## src/rtl/pipe_ctrl_pkg.sv

```systemverilog
// Shared types and constants for the pipeline controller.
//   pipe_state_e : controller FSM state (RUN / MWAIT / ERR)
//   FWD_*        : EX operand mux select encodings
//   fwd_sel()    : forwarding select for one EX source register
package pipe_ctrl_pkg;

  localparam int unsigned REG_W = 5;

  typedef enum logic [1:0] {
    RUN   = 2'd0,
    MWAIT = 2'd1,
    ERR   = 2'd2
  } pipe_state_e;

  localparam logic [1:0] FWD_RF  = 2'b00;
  localparam logic [1:0] FWD_WB  = 2'b01;
  localparam logic [1:0] FWD_MEM = 2'b10;

  // MEM result is younger than WB, so it takes precedence when both match.
  function automatic logic [1:0] fwd_sel(input logic             mem_regwr,
                                         input logic [REG_W-1:0] mem_rw,
                                         input logic             wb_regwr,
                                         input logic [REG_W-1:0] wb_rw,
                                         input logic [REG_W-1:0] src);
    if (mem_regwr && (mem_rw != '0) && (mem_rw == src)) return FWD_MEM;
    if (wb_regwr && (wb_rw != '0) && (wb_rw == src))    return FWD_WB;
    return FWD_RF;
  endfunction

endpackage

```

## src/rtl/pipe_ctrl_if.sv

```systemverilog
// Bus between the pipeline datapath (master) and pipe_ctrl (slave).
//   ID/EX/MEM/WB register ids and control bits, DMem_Ready   : master -> slave
//   write enables, flushes, forward selects, DMem_Req, MemErr : slave -> master
//   Stall_Cnt / Flush_Cnt : statistics, only with PIPE_CTRL_STATS_EN defined
interface pipe_ctrl_if #(
  parameter int unsigned CNT_W = 16
);
  import pipe_ctrl_pkg::*;

  typedef logic [CNT_W-1:0] cnt_t;

  logic [REG_W-1:0] ID_Rs, ID_Rt, EX_Rs, EX_Rt, EX_Rw, MEM_Rw, WB_Rw;
  logic             ID_UsesRt, EX_MemtoReg;
  logic             MEM_RegWr, MEM_MemtoReg, MEM_MemWr, MEM_PCSrc;
  logic             WB_RegWr, DMem_Ready;
  logic             PC_Wr, IFID_Wr, EXMEM_Wr, MEMWB_Wr;
  logic             IFID_Flush, IDEX_Flush;
  logic [1:0]       ForwardA, ForwardB;
  logic             DMem_Req, MemErr;
`ifdef PIPE_CTRL_STATS_EN
  cnt_t             Stall_Cnt, Flush_Cnt;
`endif

  modport master (
    output ID_Rs, ID_Rt, ID_UsesRt, EX_Rs, EX_Rt, EX_Rw, EX_MemtoReg,
           MEM_Rw, MEM_RegWr, MEM_MemtoReg, MEM_MemWr, MEM_PCSrc,
           WB_Rw, WB_RegWr, DMem_Ready,
    input  PC_Wr, IFID_Wr, EXMEM_Wr, MEMWB_Wr, IFID_Flush, IDEX_Flush,
           ForwardA, ForwardB, DMem_Req, MemErr
`ifdef PIPE_CTRL_STATS_EN
           , Stall_Cnt, Flush_Cnt
`endif
  );

  modport slave (
    input  ID_Rs, ID_Rt, ID_UsesRt, EX_Rs, EX_Rt, EX_Rw, EX_MemtoReg,
           MEM_Rw, MEM_RegWr, MEM_MemtoReg, MEM_MemWr, MEM_PCSrc,
           WB_Rw, WB_RegWr, DMem_Ready,
    output PC_Wr, IFID_Wr, EXMEM_Wr, MEMWB_Wr, IFID_Flush, IDEX_Flush,
           ForwardA, ForwardB, DMem_Req, MemErr
`ifdef PIPE_CTRL_STATS_EN
           , Stall_Cnt, Flush_Cnt
`endif
  );

endinterface

```

## src/rtl/pipe_ctrl_fwd_unit.sv

```systemverilog
// Combinational EX operand forwarding unit.
//   Inputs : MEM/WB writeback ids and enables, EX source ids
//   Outputs: ForwardA (for EX_Rs), ForwardB (for EX_Rt)
module fwd_unit
  import pipe_ctrl_pkg::*;
(
  input  logic             MEM_RegWr,
  input  logic [REG_W-1:0] MEM_Rw,
  input  logic             WB_RegWr,
  input  logic [REG_W-1:0] WB_Rw,
  input  logic [REG_W-1:0] EX_Rs,
  input  logic [REG_W-1:0] EX_Rt,
  output logic [1:0]       ForwardA,
  output logic [1:0]       ForwardB
);

  assign ForwardA = fwd_sel(MEM_RegWr, MEM_Rw, WB_RegWr, WB_Rw, EX_Rs);
  assign ForwardB = fwd_sel(MEM_RegWr, MEM_Rw, WB_RegWr, WB_Rw, EX_Rt);

endmodule

```

## src/rtl/pipe_ctrl.sv

```systemverilog
// Pipeline hazard controller: load-use stall, branch flush, memory-wait
// freeze with timeout, and operand forwarding. State changes on the falling
// clock edge, in step with the pipeline registers.
//   Clk, Rst : clock, synchronous active-high reset
//   bus      : pipe_ctrl_if.slave (see interface header)
// Optional: PIPE_CTRL_STATS_EN adds saturating Stall_Cnt / Flush_Cnt.
module pipe_ctrl
  import pipe_ctrl_pkg::*;
#(
  parameter int unsigned CNT_W    = 16,
  parameter int unsigned WAIT_MAX = 8
) (
  input  logic      Clk,
  input  logic      Rst,
  pipe_ctrl_if.slave bus
);

  pipe_state_e      state_q, state_d, cur_state;
  logic [CNT_W-1:0] wait_cnt_q, wait_cnt_d;
  logic             dmem_req, freeze, load_use;
  logic             pc_wr, ifid_wr, exmem_wr, memwb_wr, ifid_fl, idex_fl, mem_err;

  // While reset is held the outputs behave as in RUN.
  assign cur_state = Rst ? RUN : state_q;

  assign dmem_req = bus.MEM_MemtoReg | bus.MEM_MemWr;
  assign freeze   = dmem_req & ~bus.DMem_Ready;
  assign load_use = bus.EX_MemtoReg && (bus.EX_Rw != '0) &&
                    ((bus.EX_Rw == bus.ID_Rs) || (bus.ID_UsesRt && (bus.EX_Rw == bus.ID_Rt)));

  // State register.
  always_ff @(negedge Clk) begin
    if (Rst) begin
      state_q    <= RUN;
      wait_cnt_q <= '0;
    end else begin
      state_q    <= state_d;
      wait_cnt_q <= wait_cnt_d;
    end
  end

  // Next state and hazard outputs; priority freeze > branch flush > load-use.
  always_comb begin
    state_d    = state_q;
    wait_cnt_d = wait_cnt_q;
    pc_wr      = 1'b1;
    ifid_wr    = 1'b1;
    exmem_wr   = 1'b1;
    memwb_wr   = 1'b1;
    ifid_fl    = 1'b0;
    idex_fl    = 1'b0;
    mem_err    = 1'b0;

    unique case (state_q)
      RUN: begin
        if (freeze) begin
          state_d    = MWAIT;
          wait_cnt_d = '0;
        end
      end
      MWAIT: begin
        if (bus.DMem_Ready)                            state_d = RUN;
        else if (wait_cnt_q == CNT_W'(WAIT_MAX - 1))   state_d = ERR;
        else                                           wait_cnt_d = wait_cnt_q + CNT_W'(1);
      end
      ERR:     state_d = ERR;
      default: state_d = RUN;
    endcase

    if (cur_state == ERR) begin
      {pc_wr, ifid_wr, exmem_wr, memwb_wr} = 4'b0000;
      mem_err = 1'b1;
    end else if (freeze) begin
      {pc_wr, ifid_wr, exmem_wr, memwb_wr} = 4'b0000;
    end else if (bus.MEM_PCSrc) begin
      ifid_fl = 1'b1;
      idex_fl = 1'b1;
    end else if (load_use) begin
      pc_wr   = 1'b0;
      ifid_wr = 1'b0;
      idex_fl = 1'b1;
    end
  end

  assign bus.DMem_Req   = dmem_req;
  assign bus.PC_Wr      = pc_wr;
  assign bus.IFID_Wr    = ifid_wr;
  assign bus.EXMEM_Wr   = exmem_wr;
  assign bus.MEMWB_Wr   = memwb_wr;
  assign bus.IFID_Flush = ifid_fl;
  assign bus.IDEX_Flush = idex_fl;
  assign bus.MemErr     = mem_err;

  fwd_unit u_fwd (
    .MEM_RegWr (bus.MEM_RegWr),
    .MEM_Rw    (bus.MEM_Rw),
    .WB_RegWr  (bus.WB_RegWr),
    .WB_Rw     (bus.WB_Rw),
    .EX_Rs     (bus.EX_Rs),
    .EX_Rt     (bus.EX_Rt),
    .ForwardA  (bus.ForwardA),
    .ForwardB  (bus.ForwardB)
  );

`ifdef PIPE_CTRL_STATS_EN
  logic [CNT_W-1:0] stall_cnt_q, flush_cnt_q;
  logic             stall_act;

  // IDEX flush without IFID flush only happens for a load-use stall.
  assign stall_act = freeze | (idex_fl & ~ifid_fl);

  // Saturating statistics counters.
  always_ff @(negedge Clk) begin
    if (Rst) begin
      stall_cnt_q <= '0;
      flush_cnt_q <= '0;
    end else begin
      if (stall_act && (stall_cnt_q != '1)) stall_cnt_q <= stall_cnt_q + CNT_W'(1);
      if (ifid_fl && (flush_cnt_q != '1))   flush_cnt_q <= flush_cnt_q + CNT_W'(1);
    end
  end

  assign bus.Stall_Cnt = stall_cnt_q;
  assign bus.Flush_Cnt = flush_cnt_q;
`endif

endmodule

```

## src/flat_wrapper.sv

```systemverilog
// flat-port wrapper written by rule: the top's interface ports become plain ports
module pipe_ctrl_flat import pipe_ctrl_pkg::*;
#(
  parameter int unsigned CNT_W    = 16,
  parameter int unsigned WAIT_MAX = 8
)
  (Clk, Rst, bus_ID_Rs, bus_ID_Rt, bus_ID_UsesRt, bus_EX_Rs, bus_EX_Rt, bus_EX_Rw, bus_EX_MemtoReg, bus_MEM_Rw, bus_MEM_RegWr, bus_MEM_MemtoReg, bus_MEM_MemWr, bus_MEM_PCSrc, bus_WB_Rw, bus_WB_RegWr, bus_DMem_Ready, bus_PC_Wr, bus_IFID_Wr, bus_EXMEM_Wr, bus_MEMWB_Wr, bus_IFID_Flush, bus_IDEX_Flush, bus_ForwardA, bus_ForwardB, bus_DMem_Req, bus_MemErr);
  pipe_ctrl_if #(.CNT_W(CNT_W)) bus_i ();
  input  logic Clk;
  input  logic Rst;
  input wire logic [$bits(bus_i.ID_Rs)-1:0] bus_ID_Rs;
  input wire logic [$bits(bus_i.ID_Rt)-1:0] bus_ID_Rt;
  input wire logic [$bits(bus_i.ID_UsesRt)-1:0] bus_ID_UsesRt;
  input wire logic [$bits(bus_i.EX_Rs)-1:0] bus_EX_Rs;
  input wire logic [$bits(bus_i.EX_Rt)-1:0] bus_EX_Rt;
  input wire logic [$bits(bus_i.EX_Rw)-1:0] bus_EX_Rw;
  input wire logic [$bits(bus_i.EX_MemtoReg)-1:0] bus_EX_MemtoReg;
  input wire logic [$bits(bus_i.MEM_Rw)-1:0] bus_MEM_Rw;
  input wire logic [$bits(bus_i.MEM_RegWr)-1:0] bus_MEM_RegWr;
  input wire logic [$bits(bus_i.MEM_MemtoReg)-1:0] bus_MEM_MemtoReg;
  input wire logic [$bits(bus_i.MEM_MemWr)-1:0] bus_MEM_MemWr;
  input wire logic [$bits(bus_i.MEM_PCSrc)-1:0] bus_MEM_PCSrc;
  input wire logic [$bits(bus_i.WB_Rw)-1:0] bus_WB_Rw;
  input wire logic [$bits(bus_i.WB_RegWr)-1:0] bus_WB_RegWr;
  input wire logic [$bits(bus_i.DMem_Ready)-1:0] bus_DMem_Ready;
  output wire logic [$bits(bus_i.PC_Wr)-1:0] bus_PC_Wr;
  output wire logic [$bits(bus_i.IFID_Wr)-1:0] bus_IFID_Wr;
  output wire logic [$bits(bus_i.EXMEM_Wr)-1:0] bus_EXMEM_Wr;
  output wire logic [$bits(bus_i.MEMWB_Wr)-1:0] bus_MEMWB_Wr;
  output wire logic [$bits(bus_i.IFID_Flush)-1:0] bus_IFID_Flush;
  output wire logic [$bits(bus_i.IDEX_Flush)-1:0] bus_IDEX_Flush;
  output wire logic [$bits(bus_i.ForwardA)-1:0] bus_ForwardA;
  output wire logic [$bits(bus_i.ForwardB)-1:0] bus_ForwardB;
  output wire logic [$bits(bus_i.DMem_Req)-1:0] bus_DMem_Req;
  output wire logic [$bits(bus_i.MemErr)-1:0] bus_MemErr;
  assign bus_i.ID_Rs = bus_ID_Rs;
  assign bus_i.ID_Rt = bus_ID_Rt;
  assign bus_i.ID_UsesRt = bus_ID_UsesRt;
  assign bus_i.EX_Rs = bus_EX_Rs;
  assign bus_i.EX_Rt = bus_EX_Rt;
  assign bus_i.EX_Rw = bus_EX_Rw;
  assign bus_i.EX_MemtoReg = bus_EX_MemtoReg;
  assign bus_i.MEM_Rw = bus_MEM_Rw;
  assign bus_i.MEM_RegWr = bus_MEM_RegWr;
  assign bus_i.MEM_MemtoReg = bus_MEM_MemtoReg;
  assign bus_i.MEM_MemWr = bus_MEM_MemWr;
  assign bus_i.MEM_PCSrc = bus_MEM_PCSrc;
  assign bus_i.WB_Rw = bus_WB_Rw;
  assign bus_i.WB_RegWr = bus_WB_RegWr;
  assign bus_i.DMem_Ready = bus_DMem_Ready;
  assign bus_PC_Wr = bus_i.PC_Wr;
  assign bus_IFID_Wr = bus_i.IFID_Wr;
  assign bus_EXMEM_Wr = bus_i.EXMEM_Wr;
  assign bus_MEMWB_Wr = bus_i.MEMWB_Wr;
  assign bus_IFID_Flush = bus_i.IFID_Flush;
  assign bus_IDEX_Flush = bus_i.IDEX_Flush;
  assign bus_ForwardA = bus_i.ForwardA;
  assign bus_ForwardB = bus_i.ForwardB;
  assign bus_DMem_Req = bus_i.DMem_Req;
  assign bus_MemErr = bus_i.MemErr;
  pipe_ctrl #(.CNT_W(CNT_W), .WAIT_MAX(WAIT_MAX)) u_core (.Clk(Clk), .Rst(Rst), .bus(bus_i));
endmodule
```

## config.mk

```make
export PLATFORM = sky130hd
export DESIGN_NAME = pipe_ctrl_flat
export DESIGN_NICKNAME = d
export VERILOG_FILES = /design/src/rtl/pipe_ctrl_pkg.sv /design/src/rtl/pipe_ctrl_if.sv /design/src/rtl/pipe_ctrl_fwd_unit.sv /design/src/rtl/pipe_ctrl.sv /design/src/flat_wrapper.sv
export SDC_FILE = /design/constraint.sdc
export NUM_CORES = 1
export LEC_CHECK = 0
export ABC_AREA = 1
export CELL_PAD_IN_SITES_DETAIL_PLACEMENT = 1
export CELL_PAD_IN_SITES_GLOBAL_PLACEMENT = 1
export CORE_ASPECT_RATIO = 0.7
export CORE_UTILIZATION = 33
export CTS_CLUSTER_DIAMETER = 150
export DETAILED_ROUTE_END_ITERATION = 16
export HOLD_SLACK_MARGIN = 0.15
export PLACE_DENSITY_LB_ADDON = 0.25
export SYNTH_ARGS = -nofsm -noshare
export SYNTH_HDL_FRONTEND = slang
export SYNTH_SLANG_ARGS = --single-unit
```

## constraint.sdc

```tcl
create_clock -name Clk -period 3.7 [get_ports Clk]
set_input_delay 0.74 -clock Clk [delete_from_list [all_inputs] [get_ports Clk]]
set_output_delay 0.74 -clock Clk [all_outputs]
set_load 0.05 [all_outputs]
```

## Word level (Yosys, flattened, before mapping)

Cells that the tools add are included.
W data, S select, Z words.

| word-level totals | value |
|---|---|
| word-level logic and storage cells | 74 |
| output and inout bits | 12 |
| flip-flop bits (word level) | 18 |

| cells by class | value |
|---|---|
| reductions and logical operators | 17 |
| bitwise gates (word level) | 3 |
| equality and inequality tests | 14 |
| muxes and demuxes | 37 |
| add/sub/neg operators | 1 |

Operator list:

| operator | count |
|---|---|
| $mux W16 | 3 |
| $pmux W16 S2 | 1 |
| $eq A5 B5 Y1 | 6 |
| $mux W2 | 12 |
| $mux W1 | 20 |
| $add A16 B1 Y16 const B | 1 |
| $eq A16 B3 Y1 const B | 1 |
| $reduce_bool A5 Y1 | 3 |
| $logic_and A1 B1 Y1 | 9 |
| $pmux W2 S3 | 1 |
| $eq A2 B2 Y1 const B | 2 |
| $ne A2 B2 Y1 const B | 2 |
| $reduce_and A4 Y1 | 1 |
| $ne A3 B2 Y1 const B | 1 |
| $eq A2 B1 Y1 const B | 1 |
| $logic_not A2 Y1 | 1 |
| $ne A2 B1 Y1 const B | 1 |
| $reduce_and A2 Y1 | 1 |
| $reduce_bool A2 Y1 | 1 |
| $and A1 B1 Y1 | 1 |
| $logic_or A1 B1 Y1 | 1 |
| $not A1 Y1 | 1 |
| $or A1 B1 Y1 | 1 |

## Logic depth before layout (Yosys ltp)

| logic depth | value |
|---|---|
| depth after elaboration | 8 |
| depth in mapped cells | 11 |
| gate-level depth less buffers | 11 |

## Modules after synthesis

Synthesis repeated with hierarchy kept, for this count alone.

| second synthesis, totals | value |
|---|---|
| cells, all modules | 330 |
| area total of the unflattened synthesis | 1861.8 um2 |

Modules (own cells, without submodules):

| module | area an instance (um2) | times used | cells an instance |
|---|---|---|---|
| pipe_ctrl | 1500.2 | 1 | 251 |
| fwd_unit | 361.6 | 1 | 79 |

==> out/metrics.yaml <==
status: "finished, violations left"
violations: "setup timing"
max-cap-violations: 0
wl_per_cell_um: 13.5
hold_viol_final: 0
routabilityCongestion: 0.869
critPathLaunchType: "flop"
syn-num-nets: 344
clock_sinks: 18
r2r_setup_slack_ns: 1.76
worst_slack_ns: -0.274
antenna_found_initial: 0
critPathArrivalTime_ns: 3.23
path_class: "flop to primary output"
cp.required_ns: 2.96
rsz0062_at_grt: "yes"
diodes: 0
ir_drop_mv: 0.120
leakage_nw: 1.31
dr.pass1.iters: 4
wl_mm: 6.17
crit_fanout: 3
cts-root-buf: "clkbuf_8"
min_delay_path_depth: 2
r2r_cells: 10
finalSetupViolCount: 7
grt-busiest-layer: "met2"
ys_ff_latch: 18
core_mm2: 0.00489
skew_ns: 0.0106
track_usage_pct: 24.6
final_cells: 458
rows: 21
path_clk_slew_ns: 0.04
slew_viol_final: 0
synth.avg_cell_area_um2: 5.76
dp_hpwl_mm: 5.03
p_total_mw: 0.715
grt_pass1_wl_mm: 10.6
synth.distinct_cells: 24
cts_hold_buf: 0
cts_tree: "built"
grt-ovfl-total: 0
area_growth_pct: 58.7
cts_made_buffers: 3
yosysSeqAreaShare_pct: 21.0
whs_ns: 0.474
clockBufferDepth: 2
tightest_slew_ns: 0.490
vias_per_cell: 4.66
drt_iter0_drc: 90
yosysWarningCount: 0
die_y_um: 62.3
die-area_mm2: 0.00550
grt_use_met3_pct: 5.98
pin_count: 57
die-width_um: 88.2
synthesis.area_mm2: 0.00172
initial_utilization_pct: 35.1
synth.top_cell.area_share_pct: 21.0
nets: 436
via_count: 2134
power_density_mw_per_mm2: 262
htreeDepth: 1
synth_top_area_cell: "dfxtp_1"
hold_path.class: "flop to flop"
synthTopCellsByArea: "dfxtp_1 21%, nand2_1 20%, nor2_1 11%"
post-place-cells: 432
io_buffer_count: 56
maxSlewHeadroom_pct: 67.2
grt_max_degree: 15
drive_above_1_share_pct: 14.7
drc: 0
use_met1_pct: 31.4
ant_nets: 0
grt_pass1_vias: 2344
endpoint_kind: "primary output"
worstSkewPairLatency_ns: 0.34
grtUsageMet2_pct: 41.5
syn-instance-count: 298
==> stage by stage <==
stage | worst slack, ns | setup TNS (ns) | util [%] | area, µm²
floorplan | -0.568 | -4.03 | - | 1780
global placement | -0.291 | -4.64 | 52.3 | 2560
detailed placement | -0.346 | -5.41 | 52.3 | 2560
CTS | -0.309 | -1.94 | 55.5 | 2710
global route | -0.357 | -2.14 | 55.7 | 2720
finish | -0.274 | -1.60 | 55.7 | 2720
==> layout make-up <==
type,instances,area [µm²]
flip-flops and latches,18,363
well taps,69,86.3
repair buffers,75,787
fillers,693,2160
clock buffers,3,41.3
inverters,43,164
multi-input cells,231,1210
clock inverters,19,72.6
==> flip-flops by register name (all words and copies together), names as in the netlist <==
register           flops
u_core.state_q         2
u_core.wait_cnt_q     16
==> cells by family (layout without fill, tap and decap cells) <==
family | after synthesis | in the layout | synth area share, %
buffers and inverters | 49 | 140 | 12.1
and+or+nand+nor | 185 | 185 | 46.5
adders and majority gates | 1 | 1 | 0.729
DFF | 18 | 18 | 21.0
xor gates and xnor gates | 25 | 25 | 12.8
AOI/OAI and AO/OA | 20 | 20 | 6.93
==> cell usage after synthesis <==
cell and number:
dfxtp_1 18, nor2_4 2, nand3b_1 2, o21ai_0 9
nand3_1 21, ha_1 1, nand2_2 1, nor2_1 51
xor2_1 11, a21oi_1 7, buf_4 2, o21ai_4 1
nor3_1 7, buf_6 2, nand4_1 6, inv_2 2
inv_1 42, nand3_2 2, xnor2_1 14, nand2_4 2
nand2_1 91, o21bai_1 2, buf_2 1, o211ai_1 1
==> layout by cell type, fill, tap and decap left out, types with 6 or more instances in the layout <==
cell,synthesis,layout
nand3_1,21,21
nand4_1,6,6
dfxtp_1,18,16
nand2_1,91,88
o21ai_0,9,8
inv_1,42,56
buf_12,0,8
buf_4,2,19
nor2_1,51,48
a21oi_1,7,7
xor2_1,11,11
clkdlybuf4s50_1,0,45
nor3_1,7,6
xnor2_1,14,14
==> power by group <==
group / leakage (nW) / internal (mW) / total [mW] / switching [mW]
sequential: 0.146 / 0.199 / 0.201 / 0.00275
clock: 0.118 / 0.100 / 0.233 / 0.133
combinational: 1.05 / 0.140 / 0.280 / 0.140
total: 1.31 / 0.439 / 0.715 / 0.276
==> metal layers <==
metal | part of all wire (%) | up-vias
met2 | 47 | 32
met1 | 49 | 991
met3 | 3.3 | 9
met4 | 0.70 | 0
met5 | 0 | -
li1 | - | 1102
==> critical path: stages, from the launching register on <==
cell and delay, ns:
dfxtp_2 0.33, inv_2 0.05, nor3_4 0.16, nor2_4 0.07, inv_2 0.08, nor2_4 0.04
inv_4 0.08, o21ai_4 0.07, buf_12 0.15
==> worst paths after layout <==
| check | startpoint | to |
|---|---|---|
| worst max-delay path | u_core.state_q[1]$_SDFFE_NP0P_ | bus_IDEX_Flush |
| worst min-delay path | u_core.wait_cnt_q[1]$_SDFFE_NP0P_ | u_core.wait_cnt_q[1]$_SDFFE_NP0P_ |
| worst max register to register | u_core.wait_cnt_q[0]$_SDFFE_NP0P_ | u_core.wait_cnt_q[2]$_SDFFE_NP0P_ |
| worst min register to register | u_core.wait_cnt_q[1]$_SDFFE_NP0P_ | u_core.wait_cnt_q[1]$_SDFFE_NP0P_ |
==> timing repair <==
action                                  4_1_cts  5_1_grt
endpoints found under the setup margin        8       23
pin swaps                                     2        6
gates resized for setup                       4        4
buffers inserted                              5        4
Power figures use the tool's default switching activity.
